### config.mk
export PLATFORM = sky130hd
export DESIGN_NAME = sd_emmc_fifo_filler
export DESIGN_NICKNAME = d
export VERILOG_FILES = /design/src/rtl/sd_emmc_fifo_filler_pkg.sv /design/src/rtl/sd_emmc_fifo_filler_sync_fifo.sv /design/src/rtl/sd_emmc_fifo_filler.sv
export SDC_FILE = /design/constraint.sdc
export NUM_CORES = 2
export LEC_CHECK = 0
export ABC_CLOCK_PERIOD_IN_PS = 5300
export BUFFER_PORTS_ARGS = -buffer_cell sky130_fd_sc_hd__buf_4
export CAP_MARGIN = 10
export CELL_PAD_IN_SITES_DETAIL_PLACEMENT = 1
export CELL_PAD_IN_SITES_GLOBAL_PLACEMENT = 2
export CORE_UTILIZATION = 45
export DETAILED_ROUTE_END_ITERATION = 6
export GPL_TIMING_DRIVEN = 0
export PLACE_DENSITY_LB_ADDON = 0.1
export SLEW_MARGIN = 10
export SYNTH_ARGS = -nofsm -noshare
export SYNTH_HDL_FRONTEND = slang
export SYNTH_SLANG_ARGS = --single-unit
### constraint.sdc
create_clock -name clock -period 5.3 [get_ports clock]
set_clock_uncertainty 0.2 [all_clocks]
set_input_delay 1.06 -clock clock [delete_from_list [all_inputs] [get_ports clock]]
set_output_delay 1.06 -clock clock [all_outputs]
set_load 0.005 [all_outputs]
### src/rtl/sd_emmc_fifo_filler_pkg.sv
// Shared constants for the SD/eMMC data buffer. These sit alongside the
// existing sd_defines: the block geometry and direction encoding.
package sd_emmc_fifo_filler_pkg;

  localparam int DW        = 32;
  localparam int DEPTH     = 128;
  localparam int AW        = $clog2(DEPTH);
  localparam int BLK_WORDS = DEPTH;

  // Transfer direction as driven by the DMA.
  typedef enum logic {
    DIR_WRITE = 1'b0,  // host -> card
    DIR_READ  = 1'b1   // card -> host
  } dir_e;

  // Count value that means "full" (count is one bit wider than a pointer).
  localparam logic [AW:0] FULL_CNT = (AW+1)'(DEPTH);

  // Rising-edge detect given the current level and its registered copy.
  function automatic logic rise(input logic cur, input logic prev);
    return cur & ~prev;
  endfunction

endpackage

### src/rtl/sd_emmc_fifo_filler_sync_fifo.sv
// Single-clock FIFO: RAM, pointers, occupancy count, registered full/empty
// and sticky overflow/underflow. The head word is read combinationally so
// the parent can register it for show-ahead or on a pop.
module sd_emmc_sync_fifo
  import sd_emmc_fifo_filler_pkg::*;
(
  input  logic          clock,
  input  logic          reset,
  input  logic          clr_i,
  input  logic          push_i,
  input  logic [DW-1:0] wdata_i,
  input  logic          pop_i,
  output logic [DW-1:0] head_o,
  output logic          push_acc_o,
  output logic          pop_acc_o,
  output logic [AW:0]   count_o,
  output logic          full_o,
  output logic          empty_o,
  output logic          ovf_o,
  output logic          udf_o
);

  logic [DW-1:0] mem_q [DEPTH];
  logic [AW-1:0] wr_ptr_q, wr_ptr_d;
  logic [AW-1:0] rd_ptr_q, rd_ptr_d;
  logic [AW:0]   count_q, count_d;
  logic          full_q, full_d;
  logic          empty_q, empty_d;
  logic          ovf_q, ovf_d;
  logic          udf_q, udf_d;
  logic          push_acc, pop_acc;

  // A push into a full FIFO is still legal when a pop frees the slot in the
  // same cycle; a pop from an empty FIFO is never legal, even with a push.
  always_comb begin
    pop_acc  = pop_i & ~empty_q;
    push_acc = push_i & (~full_q | pop_i);
    wr_ptr_d = wr_ptr_q;
    rd_ptr_d = rd_ptr_q;
    if (push_acc) wr_ptr_d = wr_ptr_q + AW'(1);
    if (pop_acc)  rd_ptr_d = rd_ptr_q + AW'(1);
    count_d  = count_q + (AW+1)'(push_acc) - (AW+1)'(pop_acc);
    full_d   = (count_d == FULL_CNT);
    empty_d  = (count_d == '0);
    ovf_d    = ovf_q | (push_i & full_q & ~pop_i);
    udf_d    = udf_q | (pop_i & empty_q);
  end

  // Pointer, count and flag registers; reset and clear win over traffic.
  always_ff @(posedge clock) begin
    if (!reset || clr_i) begin
      wr_ptr_q <= '0;
      rd_ptr_q <= '0;
      count_q  <= '0;
      full_q   <= 1'b0;
      empty_q  <= 1'b1;
      ovf_q    <= 1'b0;
      udf_q    <= 1'b0;
    end else begin
      wr_ptr_q <= wr_ptr_d;
      rd_ptr_q <= rd_ptr_d;
      count_q  <= count_d;
      full_q   <= full_d;
      empty_q  <= empty_d;
      ovf_q    <= ovf_d;
      udf_q    <= udf_d;
    end
  end

  // Storage array; no reset so it maps onto plain RAM.
  always_ff @(posedge clock) begin
    if (reset && !clr_i && push_acc) mem_q[wr_ptr_q] <= wdata_i;
  end

  assign head_o     = mem_q[rd_ptr_q];
  assign push_acc_o = push_acc;
  assign pop_acc_o  = pop_acc;
  assign count_o    = count_q;
  assign full_o     = full_q;
  assign empty_o    = empty_q;
  assign ovf_o      = ovf_q;
  assign udf_o      = udf_q;

endmodule

### src/rtl/sd_emmc_fifo_filler.sv
// Block buffer between the SD/eMMC serializer and the DMA/M_AXI engine.
// Direction picks who pushes and who pops; the DMA ready lines are levels,
// so each is edge-detected and a rising edge moves exactly one word.
module sd_emmc_fifo_filler
  import sd_emmc_fifo_filler_pkg::*;
(
  input  logic          clock,
  input  logic          reset,
  input  logic          fifo_rst,
  input  logic          dir,
  input  logic          ser_wr_en,
  input  logic [DW-1:0] ser_wr_data,
  input  logic          ser_rd_en,
  output logic [DW-1:0] ser_rd_data,
  output logic          is_we_en,
  input  logic          fifo_dat_rd_ready,
  output logic [DW-1:0] m_axi_wdata,
  input  logic          fifo_dat_wr_ready,
  input  logic [DW-1:0] m_axi_rdata,
  input  logic          axi_rvalid,
  output logic          fifo_empty,
  output logic          fifo_full,
  output logic [AW:0]   fifo_count,
  output logic          overflow,
  output logic          underflow
);

  logic          rd_rdy_q, wr_rdy_q;
  logic          is_we_en_q, is_we_en_d;
  logic [DW-1:0] ser_rd_data_q, ser_rd_data_d;
  logic [DW-1:0] m_axi_wdata_q, m_axi_wdata_d;
  logic          dir_rd;
  logic          push, pop;
  logic [DW-1:0] push_data;
  logic [DW-1:0] head;
  logic          push_acc, pop_acc;

  sd_emmc_sync_fifo u_fifo (
    .clock      (clock),
    .reset      (reset),
    .clr_i      (fifo_rst),
    .push_i     (push),
    .wdata_i    (push_data),
    .pop_i      (pop),
    .head_o     (head),
    .push_acc_o (push_acc),
    .pop_acc_o  (pop_acc),
    .count_o    (fifo_count),
    .full_o     (fifo_full),
    .empty_o    (fifo_empty),
    .ovf_o      (overflow),
    .udf_o      (underflow)
  );

  // Direction muxing and next values of the output registers. dir is used
  // live every cycle; the strobes of the idle side are simply not selected.
  always_comb begin
    dir_rd = (dir == DIR_READ);
    if (dir_rd) begin
      push      = ser_wr_en;
      push_data = ser_wr_data;
      pop       = rise(fifo_dat_rd_ready, rd_rdy_q);
    end else begin
      push      = rise(fifo_dat_wr_ready, wr_rdy_q) & axi_rvalid;
      push_data = m_axi_rdata;
      pop       = ser_rd_en;
    end
    is_we_en_d    = dir_rd & push_acc;
    ser_rd_data_d = (!dir_rd && pop_acc) ? head : ser_rd_data_q;
    // Show-ahead: follow the head while there is one, hold once drained.
    m_axi_wdata_d = fifo_empty ? m_axi_wdata_q : head;
  end

  // Edge-detect history for the DMA ready levels; only a full reset clears
  // it so a fifo_rst does not fabricate an edge on a level already high.
  always_ff @(posedge clock) begin
    if (!reset) begin
      rd_rdy_q <= 1'b0;
      wr_rdy_q <= 1'b0;
    end else begin
      rd_rdy_q <= fifo_dat_rd_ready;
      wr_rdy_q <= fifo_dat_wr_ready;
    end
  end

  // Output data and write-strobe registers.
  always_ff @(posedge clock) begin
    if (!reset || fifo_rst) begin
      is_we_en_q    <= 1'b0;
      ser_rd_data_q <= '0;
      m_axi_wdata_q <= '0;
    end else begin
      is_we_en_q    <= is_we_en_d;
      ser_rd_data_q <= ser_rd_data_d;
      m_axi_wdata_q <= m_axi_wdata_d;
    end
  end

  assign is_we_en    = is_we_en_q;
  assign ser_rd_data = ser_rd_data_q;
  assign m_axi_wdata = m_axi_wdata_q;

endmodule
# [After elaboration in Yosys (flattened, before gate mapping)]
# Memory sizes are Yosys's and may differ from the RTL's. A register that Yosys moved wholly into a read port is not among the register bits.
# Index checks and enable logic that the tools add are counted.
[word_totals] n_memories=1 ram_bits=4096 regBits=93 inputBits=73 output_inout_bits=77
[classes] reduce_logical=8 n_addsub=4 n_eq_ne=1 muxes=7 bitwise_logic=17
[mem_list] memory="u_fifo.mem_q" depth=128 word_bits=32 rd=1 rd_ports_with_merged_regs=1 write_ports=1 line="sd_emmc_fifo_filler_sync_fifo.sv:23" rtl="logic [DW-1:0] mem_q [DEPTH];"
[ops] cell="32-bit 2-to-1 mux" count=1
[ops] cell="7-bit by 1-bit adder with 7-bit output (second input constant)" count=2
[ops] cell="7-bit 2-to-1 mux" count=2
[ops] cell="1-bit AND" count=9
[ops] cell="8-bit by 1-bit adder with 8-bit output" count=1
[ops] cell="8-bit == test (second input constant)" count=1
[ops] cell="8-bit zero test" count=1
[ops] cell="8-bit by 1-bit subtractor with 8-bit output" count=1
[ops] cell="1-bit NOT" count=5
[ops] cell="1-bit 2-to-1 mux" count=4
[ops] cell="1-bit logical AND" count=3
[ops] cell="1-bit zero test" count=3
[ops] cell="1-bit bitwise OR" count=3
[ops] cell="1-bit logical OR" count=1

# [Longest topological paths before layout]
[depth] depth_word=8 ltp_mapped=17 ltp_nobuf=15

# [Hierarchy]
# A second synthesis with hierarchy kept.
[hier_totals] hier_cells=7610 hier_area_um2=159735.7
[modules_own_cells] mod="sd_emmc_sync_fifo" cells_each=7317 area_each_um2=156819.2 instances=1
[modules_own_cells] mod="sd_emmc_fifo_filler" cells_each=293 area_each_um2=2916.5 instances=1

# [Least setup slack after synthesis]
# Ideal clock, no wire load.
[synth_timing] kind="input -> register" from="input port dir" to="memory u_fifo.mem_q[99][0], enable pin" arrival_ps=4041 stages=10 n_path_buf=3 path_slack_ps=637 cell_sequence="buf_2 nand2b_1 and2_1 clkbuf_1 a21boi_2 and2_1 and2b_2 nand3_2 buf_6 nor2_1"
[synth_between] elab_chain_len=6 word_cells_on_any_way=7 classes_between="mux (4); bitwise (2); reduce/logical (1)"
[synth_rtl] element="from (decl)" line="sd_emmc_fifo_filler.sv:10" rtl="input logic dir,"
[synth_rtl] element="1-bit 2-to-1 mux" line="sd_emmc_fifo_filler.sv:59" rtl="if (dir_rd) begin"
[synth_rtl] element="1-bit bitwise OR" line="sd_emmc_fifo_filler_sync_fifo.sv:37" rtl="push_acc = push_i & (~full_q | pop_i);"
[synth_rtl] element="1-bit AND *" line="sd_emmc_fifo_filler_sync_fifo.sv:37"
[synth_rtl] element="1-bit logical AND *" line="sd_emmc_fifo_filler_sync_fifo.sv:72" rtl="if (reset && !clr_i && push_acc) mem_q[wr_ptr_q] <= wdata_i;"
[synth_rtl] element="1-bit 2-to-1 mux *" line="sd_emmc_fifo_filler_sync_fifo.sv:72"
[synth_rtl] element="1-bit 2-to-1 mux (not written as such) *" line="sd_emmc_fifo_filler_sync_fifo.sv:72"
[synth_rtl] element="to (decl)" line="sd_emmc_fifo_filler_sync_fifo.sv:23"
# Mark *: on every way between the ends. The rest lies on a longest branch, timed or not.

==> results.json <==
{
  "regArea_um2": 125000,
  "cts_tree": "yes",
  "vias_per_cell": 6.76,
  "htreeDepth": 5,
  "fin_crit_sh_pct": 105,
  "status": "finished with violations",
  "finalHoldViolations": 0,
  "clock_power_share_pct": 43.7,
  "synthTopCellsByArea": "edfxtp_1, mux4_2, dfxtp_1",
  "setup.worst_path.start_class": "register",
  "dpl_cell_area_um2": 174000,
  "clk_latency_ns": 1.05,
  "r2r_slack_ns": -0.25,
  "p_switching_mw": 16.2,
  "violations": "DRC, capacitance limit, slew limit, setup timing",
  "dr.pass1.iters": 7,
  "start_util_pct": 45.3,
  "switching_share_pct": 22.5,
  "rsz0062_at_grt": "yes",
  "finalCriticalPeriod_ns": 5.55,
  "netlist.top_cell.by_area": "edfxtp_1",
  "synth_top_area_share_pct": 77.0,
  "hold_end": "rd_rdy_q$_SDFF_PN0_",
  "final_common_cell": "edfxtp_1",
  "clock_sinks": 4196,
  "worst_pin_slew_ns": 1.50,
  "die_y_um": 598,
  "yosysWarnings": 0,
  "wl_per_cell_um": 49.4,
  "cpMaxStageDelayCell": "nor2_1",
  "grt_pass1_vias": 85247,
  "syn_inst": 7147,
  "p_comb_share_pct": 5.1,
  "maxSlewViolCount": 1,
  "drt_iter0_markers": 16187,
  "synth_ff_type": "edfxtp_1",
  "crit_path_end_kind": "register",
  "worst-path-max-fanout": 11,
  "cp.arrival_ns": 6.25,
  "route.detailed.drc": 1,
  "synth_area_um2": 160000,
  "final_util_pct": 53.6,
  "multiInputGateArea_um2": 33900,
  "cts_made_buffers": 441,
  "final.setup.tns_ns": -12.78,
  "fillers": 30238,
  "synth_edf_count": 4096,
  "async_reset_ff_share_pct": 0,
  "crit_top_cell": "buf_4",
  "power_density_nw_per_um2": 380,
  "gp_congestion": 0.932,
  "design_area_um2": 189000,
  "layout.nets": 8098,
  "core_um2": 353000,
  "seqPwrFrac_pct": 51.2,
  "vias": 88757,
  "critical-path-max-stage-delay_ns": 0.91,
  "antenna_found_initial": 77,
  "chipWidth_um": 598,
  "dp_hpwl_mm": 453,
  "hold_path_depth": 2,
  "grt_overflow": 0,
  "numPortBuffers": 148,
  "rr_endpoint": "m_axi_wdata[23]$_SDFFE_PP0N_",
  "whs_ns": 0.0524,
  "cts.clk_slew.worst_paths_ns": 0.06,
  "drv_cap": 1,
  "die_area_um2": 358000,
  "hold_class": "in2reg",
  "worstHoldStart": "fifo_dat_rd_ready",
  "netlist-cell-type-count": 79,
  "path_class": "reg2reg",
  "area_growth_pct": 18.3,
  "most-common-layout-cells": "edfxtp_1, mux4_2, clkbuf_16",
  "relSlewSlack_pct": -0.424,
  "antenna_left": 0,
  "required_ns": 6.01,
  "grt_pass1_wl_mm": 835,
  "p_int_mw": 55.8,
  "reg2reg_depth": 10,
  "setup_violations": 170,
  "fmax_ghz": 0.180,
  "p_total_mw": 71.9,
  "avgSynthCellArea_um2": 22.4,
  "crit_chain": "buf_4 -> buf_6 -> buf_4 -> buf_2 -> mux4_2 -> mux2i_1 -> o211ai_1 -> nor2_1 -> o21ai_1 -> a22o_1",
  "mappedNetlistNets": 7231,
  "grt_max_degree": 129,
  "io_pins": 150,
  "ir_worst_vdd_mv": 0.327,
  "row_count": 218,
  "setup_ws_ns": -0.249,
  "clockBufferDepth": 4,
  "synth_seq_cells": 4196,
  "routed_wl_mm": 648,
  "yosysSeqAreaShare_pct": 78.2,
  "leakagePower_nw": 58.5,
  "cts_hold_buf": 0,
  "grt_usage_pct": 36.1,
  "cts_root_buf": "clkbuf_16",
  "layout-drive-gt1-share_pct": 30.6
}
==> metrics by stage <==
| step | instances | worst slack, ns |
|---|---|---|
| floorplan | 7147 | 0.637 |
| global placement | 12025 | -3.96 |
| detailed placement | 12288 | -1.03 |
| CTS | 13102 | 0.00617 |
| global route | 13119 | -0.0274 |
| finish | 13136 | -0.249 |
==> per-layer routing <==
| layer | track usage (%) | vias up | share of wire [%] |
|---|---|---|---|
| met5 | 0 | - | 0.041 |
| met4 | 19.1 | 40 | 6.4 |
| met3 | 10.1 | 1201 | 13 |
| met2 | 53.3 | 6643 | 44 |
| met1 | 49.1 | 48661 | 37 |
| li1 | - | 32212 | - |
==> area by class of cell <==
cell class	instances	share of cell area, %
Clock inverter	263	1.42
Multi-Input combinational cell	2544	17.9
Antenna cell	18	0.0238
Buffer	385	1.37
Sequential cell	4196	66.1
Timing Repair Buffer	429	3.76
Tap cell	4730	3.13
Inverter	17	0.0338
Clock buffer	554	6.23
==> worst max-delay path, delay by kind of cell (launching register included) <==
kind,cells,cell delay (ns)
buffers and inverters,4,1.89
AOI/OAI and AO/OA,3,1.16
and+or+nand+nor,1,0.91
muxes,2,0.85
DFF,1,0.33
==> power by group through the flow <==
stage	Sequential, mW	Clock (mW)	Combinational, mW
2_1_floorplan	37.5	0	1.78
5_1_grt	36.8	32.6	3.76
3_5_place_dp	37.5	0	3.61
6_report	36.8	31.4	3.69
3_3_place_gp	37.6	0	3.31
4_1_cts	36.8	31.5	3.63
==> cell usage after synthesis (all sizes together) (21+ instances only) <==
master and instances:
o211ai 35, mux2i 199, dfxtp 100, clkbuf 87
a22oi 144, a21oi 87, nor3 47, mux4 964
edfxtp 4096, nand2 160, nand3 62, nor4 21
buf 300, nand4 28, mux2 38, o22ai 173
a211oi 33, o21ai 61, nor2 234, a22o 69
==> worst max-delay path by stage <==
stage             start  depth (start not counted)                               to  slack, ns
3_3_place_gp        dir                          8   u_fifo.mem_q[23][27]$_DFFE_PP_      -3.96
3_5_place_dp        dir                         10  u_fifo.mem_q[111][14]$_DFFE_PP_      -1.03
2_1_floorplan       dir                         10    u_fifo.mem_q[99][0]$_DFFE_PP_       0.64
6_report       register                         10     m_axi_wdata[23]$_SDFFE_PP0N_      -0.25
4_1_cts        register                          9     m_axi_wdata[16]$_SDFFE_PP0N_      0.006
5_1_grt             dir                         10   u_fifo.mem_q[37][28]$_DFFE_PP_      -0.03
==> sequential cells by signal, summed over array words and instances, names as in the netlist, named ones only <==
register / count
u_fifo.rd_ptr_q: 7
u_fifo.empty_o: 1
u_fifo.mem_q: 4096
u_fifo.count_o: 8
rd_rdy_q: 1
wr_rdy_q: 1
u_fifo.wr_ptr_q: 7
m_axi_wdata: 32
ser_rd_data: 32
is_we_en: 1
u_fifo.udf_o: 1
u_fifo.ovf_o: 1
u_fifo.full_o: 1
==> repair_timing <==
item                       in CTS  in global routing
setup endpoints to repair      51                267
setup buffers                   1                 17
pin swaps                       6                 10
cloned                          0                  0
resized for setup              25                 20
==> cells by family after synthesis <==
kind of cell               synth area share (%)
AOI/OAI and AO/OA                          3.00
xor gates and xnor gates                 0.0713
adders and majority gates                0.0908
buffers and inverters                      1.63
DFF                                        78.2
muxes                                      15.1
and+or+nand+nor                            1.84
Note: power is estimated with default switching activity, not from simulation.
